<file path="config.mk">
export PLATFORM = sky130hd
export DESIGN_NAME = strobed_serial_transmitter
export DESIGN_NICKNAME = d
export VERILOG_FILES = /design/src/rtl/strobed_serial_transmitter.sv
export SDC_FILE = /design/constraint.sdc
export NUM_CORES = 1
export LEC_CHECK = 0
export CORE_UTILIZATION = 50
export DETAILED_ROUTE_END_ITERATION = 10
export PLACE_DENSITY = 0.8
export SLEW_MARGIN = 20
export SYNTH_ARGS = -nofsm -noshare
export SYNTH_HDL_FRONTEND = slang
export SYNTH_SLANG_ARGS = --single-unit
</file>
<file path="constraint.sdc">
create_clock -name clock -period 2.2 [get_ports clock]
set_input_delay 0.44 -clock clock [delete_from_list [all_inputs] [get_ports clock]]
set_output_delay 0.44 -clock clock [all_outputs]
set_load 0.03 [all_outputs]
</file>
<file path="src/rtl/strobed_serial_transmitter.sv">
// strobed_serial_transmitter: serialises a word onto a data/enable pair with setup, strobe and hold phases per bit
module strobed_serial_transmitter #(
    parameter int DATA_WIDTH = 8,
    parameter int BIT_PERIOD = 4,
    parameter bit MSB_FIRST  = 1'b0
) (
    input  logic                          clock,
    input  logic                          reset,
    input  logic                          start,
    input  logic [DATA_WIDTH-1:0]         parallelIn,
    output logic                          busy,
    output logic                          done,
    output logic                          data,
    output logic                          notdata,
    output logic                          enable,
    output logic [$clog2(DATA_WIDTH)-1:0] bitIndex
);
    localparam int IW = $clog2(DATA_WIDTH);
    localparam int PW = $clog2(BIT_PERIOD);
    localparam logic [IW-1:0] FIRST = MSB_FIRST ? IW'(DATA_WIDTH - 1) : '0;
    localparam logic [IW-1:0] LAST = MSB_FIRST ? '0 : IW'(DATA_WIDTH - 1);
    localparam logic [PW-1:0] HOLD = PW'(BIT_PERIOD - 1);
    localparam logic [PW-1:0] STROBE_END = PW'(BIT_PERIOD - 2);
    typedef enum logic [1:0] {IDLE, SEND, DONE} state_t;
    state_t                state_q;
    logic [PW-1:0]         phase_q;
    logic [DATA_WIDTH-1:0] word_q;
    logic [IW-1:0]         idx_d;
    always_comb begin
        idx_d = MSB_FIRST ? bitIndex - 1'b1 : bitIndex + 1'b1;
    end
    always_ff @(posedge clock) begin
        if (reset) begin
            state_q  <= IDLE;
            phase_q  <= '0;
            word_q   <= '0;
            busy     <= 1'b0;
            done     <= 1'b0;
            data     <= 1'b0;
            notdata  <= 1'b1;
            enable   <= 1'b0;
            bitIndex <= '0;
        end else begin
            case (state_q)
                IDLE: if (start) begin
                    state_q  <= SEND;
                    phase_q  <= '0;
                    word_q   <= parallelIn;
                    busy     <= 1'b1;
                    data     <= parallelIn[FIRST];
                    notdata  <= ~parallelIn[FIRST];
                    bitIndex <= FIRST;
                end
                SEND: if (phase_q != HOLD) begin
                    phase_q <= phase_q + 1'b1;
                    enable  <= phase_q < STROBE_END;
                end else if (bitIndex == LAST) begin
                    state_q <= DONE;
                    done    <= 1'b1;
                end else begin
                    phase_q  <= '0;
                    bitIndex <= idx_d;
                    data     <= word_q[idx_d];
                    notdata  <= ~word_q[idx_d];
                end
                DONE: begin
                    state_q  <= IDLE;
                    busy     <= 1'b0;
                    done     <= 1'b0;
                    data     <= 1'b0;
                    notdata  <= 1'b1;
                    bitIndex <= '0;
                end
                default: state_q <= IDLE;
            endcase
        end
    end
endmodule

</file>
# ---- Yosys cells after proc, flatten, opt, wreduce, memory -nomap -nowiden
# Index checks and enable logic that the tools add are counted.
# Widths: inputs -> output; s select.
dict set report op_classes {
  n_reduce_logical 12
  n_addsub 2
  eq_ne 9
  muxes 27
  magnitude_cmp 2
  bitwise_logic 2
}
# operator n
set op_table {}
lappend op_table {{$mux 2} 6}
lappend op_table {{$mux 1} 10}
lappend op_table {{$ne 2x2->1 const B} 5}
lappend op_table {{$mux 3} 3}
lappend op_table {{$pmux 3 s3} 1}
lappend op_table {{$reduce_and 3->1} 3}
lappend op_table {{$pmux 2 s2} 2}
lappend op_table {{$pmux 1 s3} 2}
lappend op_table {{$reduce_and 2->1} 3}
lappend op_table {{$reduce_bool 2->1} 3}
lappend op_table {{$lt 3x4->1 const B} 1}
lappend op_table {{$pmux 1 s2} 2}
lappend op_table {{$reduce_and 4->1} 1}
lappend op_table {{$add 3x1->3 const B} 1}
lappend op_table {{$bmux 1 s3} 1}
lappend op_table {{$eq 3x3->1 const B} 1}
lappend op_table {{$ne 3x3->1 const B} 1}
lappend op_table {{$reduce_bool 3->1} 1}
lappend op_table {{$add 2x1->2 const B} 1}
lappend op_table {{$eq 2x1->1 const B} 1}
lappend op_table {{$eq 2x2->1 const B} 1}
lappend op_table {{$logic_not 2->1} 1}
lappend op_table {{$lt 2x2->1 const B} 1}
lappend op_table {{$not 1->1} 2}
dict set report word_totals {
  reg_bits 20
  output_inout_bits 8
  word_cells 63
  in_bits 11
}

# ---- Logic depth before layout (Yosys ltp)
dict set report depth {
  depth_word 7
  mapped_depth 7
  ltp_nobuf 6
}

# ---- Least setup slack after synthesis
# No wires, ideal clock.
dict set report synth_path {
  path_kind {flip-flop to flip-flop}
  from {register bitIndex[0]}
  to {register notdata}
  period_less_slack_ps 1850
  required_time_ps 2073
  t_arrival_ps 1722
  path_stages_with_launch 7
  setup_ps 127
  n_path_buf 0
  setup_slack_ps 350
  path_cell_list {dfxtp_1 -> ha_1 -> ha_1 -> nand2b_1 -> a211oi_4 -> mux2i_1 -> o211ai_1}
}
dict set report synth_between {
  elab_chain_len 7
  elab_cells_between_ends 10
  cone_classes {add/sub (1); eq/ne (2); mux (5); bitwise (1); reduce/logical (1)}
}
# element line
set synth_rtl {}
lappend synth_rtl {{start: declaration} 16} ;# output logic [$clog2(DATA_WIDTH)-1:0] bitIndex
lappend synth_rtl {{start signal: assignment} 62} ;# bitIndex <= idx_d;
lappend synth_rtl {{$add 3x1->3} 30} ;# idx_d = MSB_FIRST ? bitIndex - 1'b1 : bitIndex + 1'b1;
lappend synth_rtl {{$bmux 1 s3} 64} ;# notdata <= ~word_q[idx_d];
lappend synth_rtl {{$mux 1 (not written as such)} 64}
lappend synth_rtl {{$not 1->1} 64}
lappend synth_rtl {{$mux 1} 57} ;# end else if (bitIndex == LAST) begin
lappend synth_rtl {{$mux 1} 54} ;# SEND: if (phase_q != HOLD) begin
lappend synth_rtl {{$pmux 1 s3} 44} ;# case (state_q)
lappend synth_rtl {{end signal: assignment} 51} ;# notdata <= ~parallelIn[FIRST];
lappend synth_rtl {{end signal: assignment} 64}
lappend synth_rtl {{end: declaration} 14} ;# output logic notdata,
# Several ways; a longest one is shown, not always the timed one. The select of a mux whose other input is x is not followed.
# A chain may end at the register's enable or synchronous reset.

# ---- Worst setup path in the final report
dict set report layout_path {
  from {register bitIndex[0]}
  to {output port bitIndex[0]}
}
# No word-level cell between the ends.

==> metrics.yaml <==
finish:
  drive_above_1_share: 0.0809
  final_common_cell: "dfxtp_1"
  syn2layout_area_growth_pct: 25.1
  nNetsFinal: 156
  multi_input_area_um2: 568
  final_core_util: 0.661
  num_antenna_cells: 0
  fill_cells: 161
  regArea_um2: 400
  layout_common_cells: "dfxtp_1, clkdlybuf4s50_1, a21oi_1, nand2_1, nand3_1"
floorplan:
  die_area_um2: 2240
  initial_core_util: 0.528
  die_h_um: 47.3
  core_area_um2: 1940
  die_x_um: 47.3
  num_io_pins: 19
  rows: 16
yosys:
  yosysWarnings: 0
  synth_seq_cells: 20
  yosys.area.top_type_share: 0.390
  ys_seq_area_frac: 0.390
  yosysTopAreaCell: "dfxtp_1"
  synth_cell_types: 26
  synth.area.top_cells: "dfxtp_1, ha_1, mux2i_1, a21oi_1, nand3_1"
  netlist_instances: 117
  synth.cell_area_um2: 1030
  syn_nets: 136
  avgSynthCellArea_um2: 8.77
global_routing:
  grt_pass1_wl_mm: 3.35
  grt-ovfl-total: 0
  antenna_found_initial: 0
  grt_usage: 0.214
  grt_max_degree: 13
  grt_pass1_vias: 778
clocking:
  clock-root-buffer: "clkbuf_4"
  cts_made_buffers: 3
  post_cts_buffers: 0
  ctsResizeCount: 0
  cts_sinks: 20
  cts_hold_buf: 0
  clk_pin_slew_ps: 110
  cts_tree: "built"
  htree_levels: 1
  insertion_delay_ps: 310
  clockBufferDepth: 2
route:
  drtIter0Drc: 12
  wl_mm: 2.10
  antenna_left: 0
  dr.pass1.iters: 4
  drc_errors: 0
  vias_per_cell: 5.39
  post_drt_wl_per_cell_um: 12.9
  vias: 879
pwr:
  leakage_nw: 0.503
  ir_drop_mv: 0.510
  pwr_density_cell_nw_per_um2: 692
  power_mw: 0.888
place:
  io_buffers: 18
  place_ws_ps: 312
  hpwl_mm: 1.54
  gp_congestion: 0.789
worst_hold_path:
  hold_end: "word_q[2]"
  hold_depth: 2
  hp-start: "word_q[2]"
  hp-class: "flip-flop to flip-flop"
setup_path:
  crit_buf_inv: 2
  r2r_cells: 6
  cpPeakStageDelay_ps: 670
  cp-start-kind: "flip-flop"
  cp.required_ps: 1760
  crit_chain: "buf_4, clkdlybuf4s50_1"
  criticalPathCategory: "flip-flop to output port"
  endpoint_kind: "output port"
  r2r-end: "notdata"
  cpMaxStageDelayCell: "clkdlybuf4s50_1"
  crit_fanout: 7
  cp_data_arrival_time_ps: 1510
  critPathTopFamily: "buffers and inverters"
  r2r_setup_slack_ps: 370
  reg2reg_from: "bitIndex[1]"
timing:
  setup_viol: 0
  finalHoldWorstSlack_ps: 464
  worstMarginPinSlew_ps: 536
  finalCriticalPeriod_ps: 1950
  fin_tns_setup_ps: 0
  fin_crit_sh: 0.886
  rsz0062_at_grt: "false"
  fmax_ghz: 0.513
  maxSlewViolCount: 0
  final_hold_viol_count: 0
  finalClockSkew_ps: 2.30
  slew_headroom: 0.640
  setup_ws_ps: 251
run:
  drv_cap: 0
run_status:
  status: "completed"
==> synthesized netlist by cell type <==
cell and number:
a211oi_1 1, buf_2 1, dfxtp_1 20, a311oi_1 2, ha_1 8, clkbuf_1 3
nand2_1 13, nor3_1 2, nand3_2 1, nand2b_1 5, mux4_2 1, and2_1 1
nor2b_1 1, a21oi_1 15, o211ai_1 1, buf_1 1, inv_1 5, a21boi_0 1
mux2i_1 8, buf_4 1, buf_6 1, nand3_1 12, nor2_1 10, o2111a_1 1
a221oi_1 1, a211oi_4 1
==> sequential cells by signal, summed over array words and instances (netlist names) <==
name	flops
notdata	1
data	1
state_q	2
busy	1
done	1
enable	1
phase_q	2
word_q	8
bitIndex	3
==> tightest hold or removal path, delay by kind of cell (launching register included) <==
family / cells / cell delay [ps]
AOI/OAI and AO/OA: 1 / 50
DFF: 1 / 330
and+or+nand+nor: 1 / 50
==> worst max-delay path by stage <==
stage / startpoint / endpoint / slack (ps) / cells past startpoint
finish: bitIndex[0] / bitIndex[0] / 250 / 2
CTS: bitIndex[0] / bitIndex[0] / 240 / 2
global placement: start / phase_q[0] / 330 / 5
global route: bitIndex[0] / bitIndex[0] / 190 / 2
detailed placement: start / notdata / 310 / 5
floorplan: bitIndex[0] / notdata / 350 / 6
==> logic make-up after synthesis <==
logic type,after synthesis,synth area share
multiplexers,9,0.100
flip-flops,20,0.390
buffers and inverters,12,0.0561
AO/OA/AOI/OAI,23,0.151
adder cells (fa/ha/maj),8,0.0976
AND/OR/NAND/NOR,45,0.205
==> area by class of cell <==
| class | count | share of cell area |
|---|---|---|
| inverters | 5 | 0.0146 |
| repair buffers | 22 | 0.164 |
| clock buffers | 3 | 0.0175 |
| flip-flops and latches | 20 | 0.312 |
| clock inverters | 1 | 0.0234 |
| well taps | 27 | 0.0263 |
| multi-input cells | 85 | 0.442 |
==> metal layers <==
layer	vias to the layer above	track usage	routed length (um)
met5	-	0	0
met4	0	0.0857	35
met3	2	0.0462	64
met2	15	0.367	1070
met1	419	0.256	923
li1	443	-	-
==> power by group <==
part | switching [mW] | internal (mW) | total [mW]
combinational | 0.0998 | 0.0853 | 0.185
sequential | 0.0135 | 0.385 | 0.399
clock | 0.120 | 0.185 | 0.305
total | 0.233 | 0.655 | 0.888
==> metrics by stage <==
step,area (um^2),instances
after floorplan,1030,117
after global placement,1230,159
after detailed placement,1230,159
after CTS,1280,163
after global routing,1280,163
final,1280,163
Note: power is estimated with default switching activity, not from simulation.
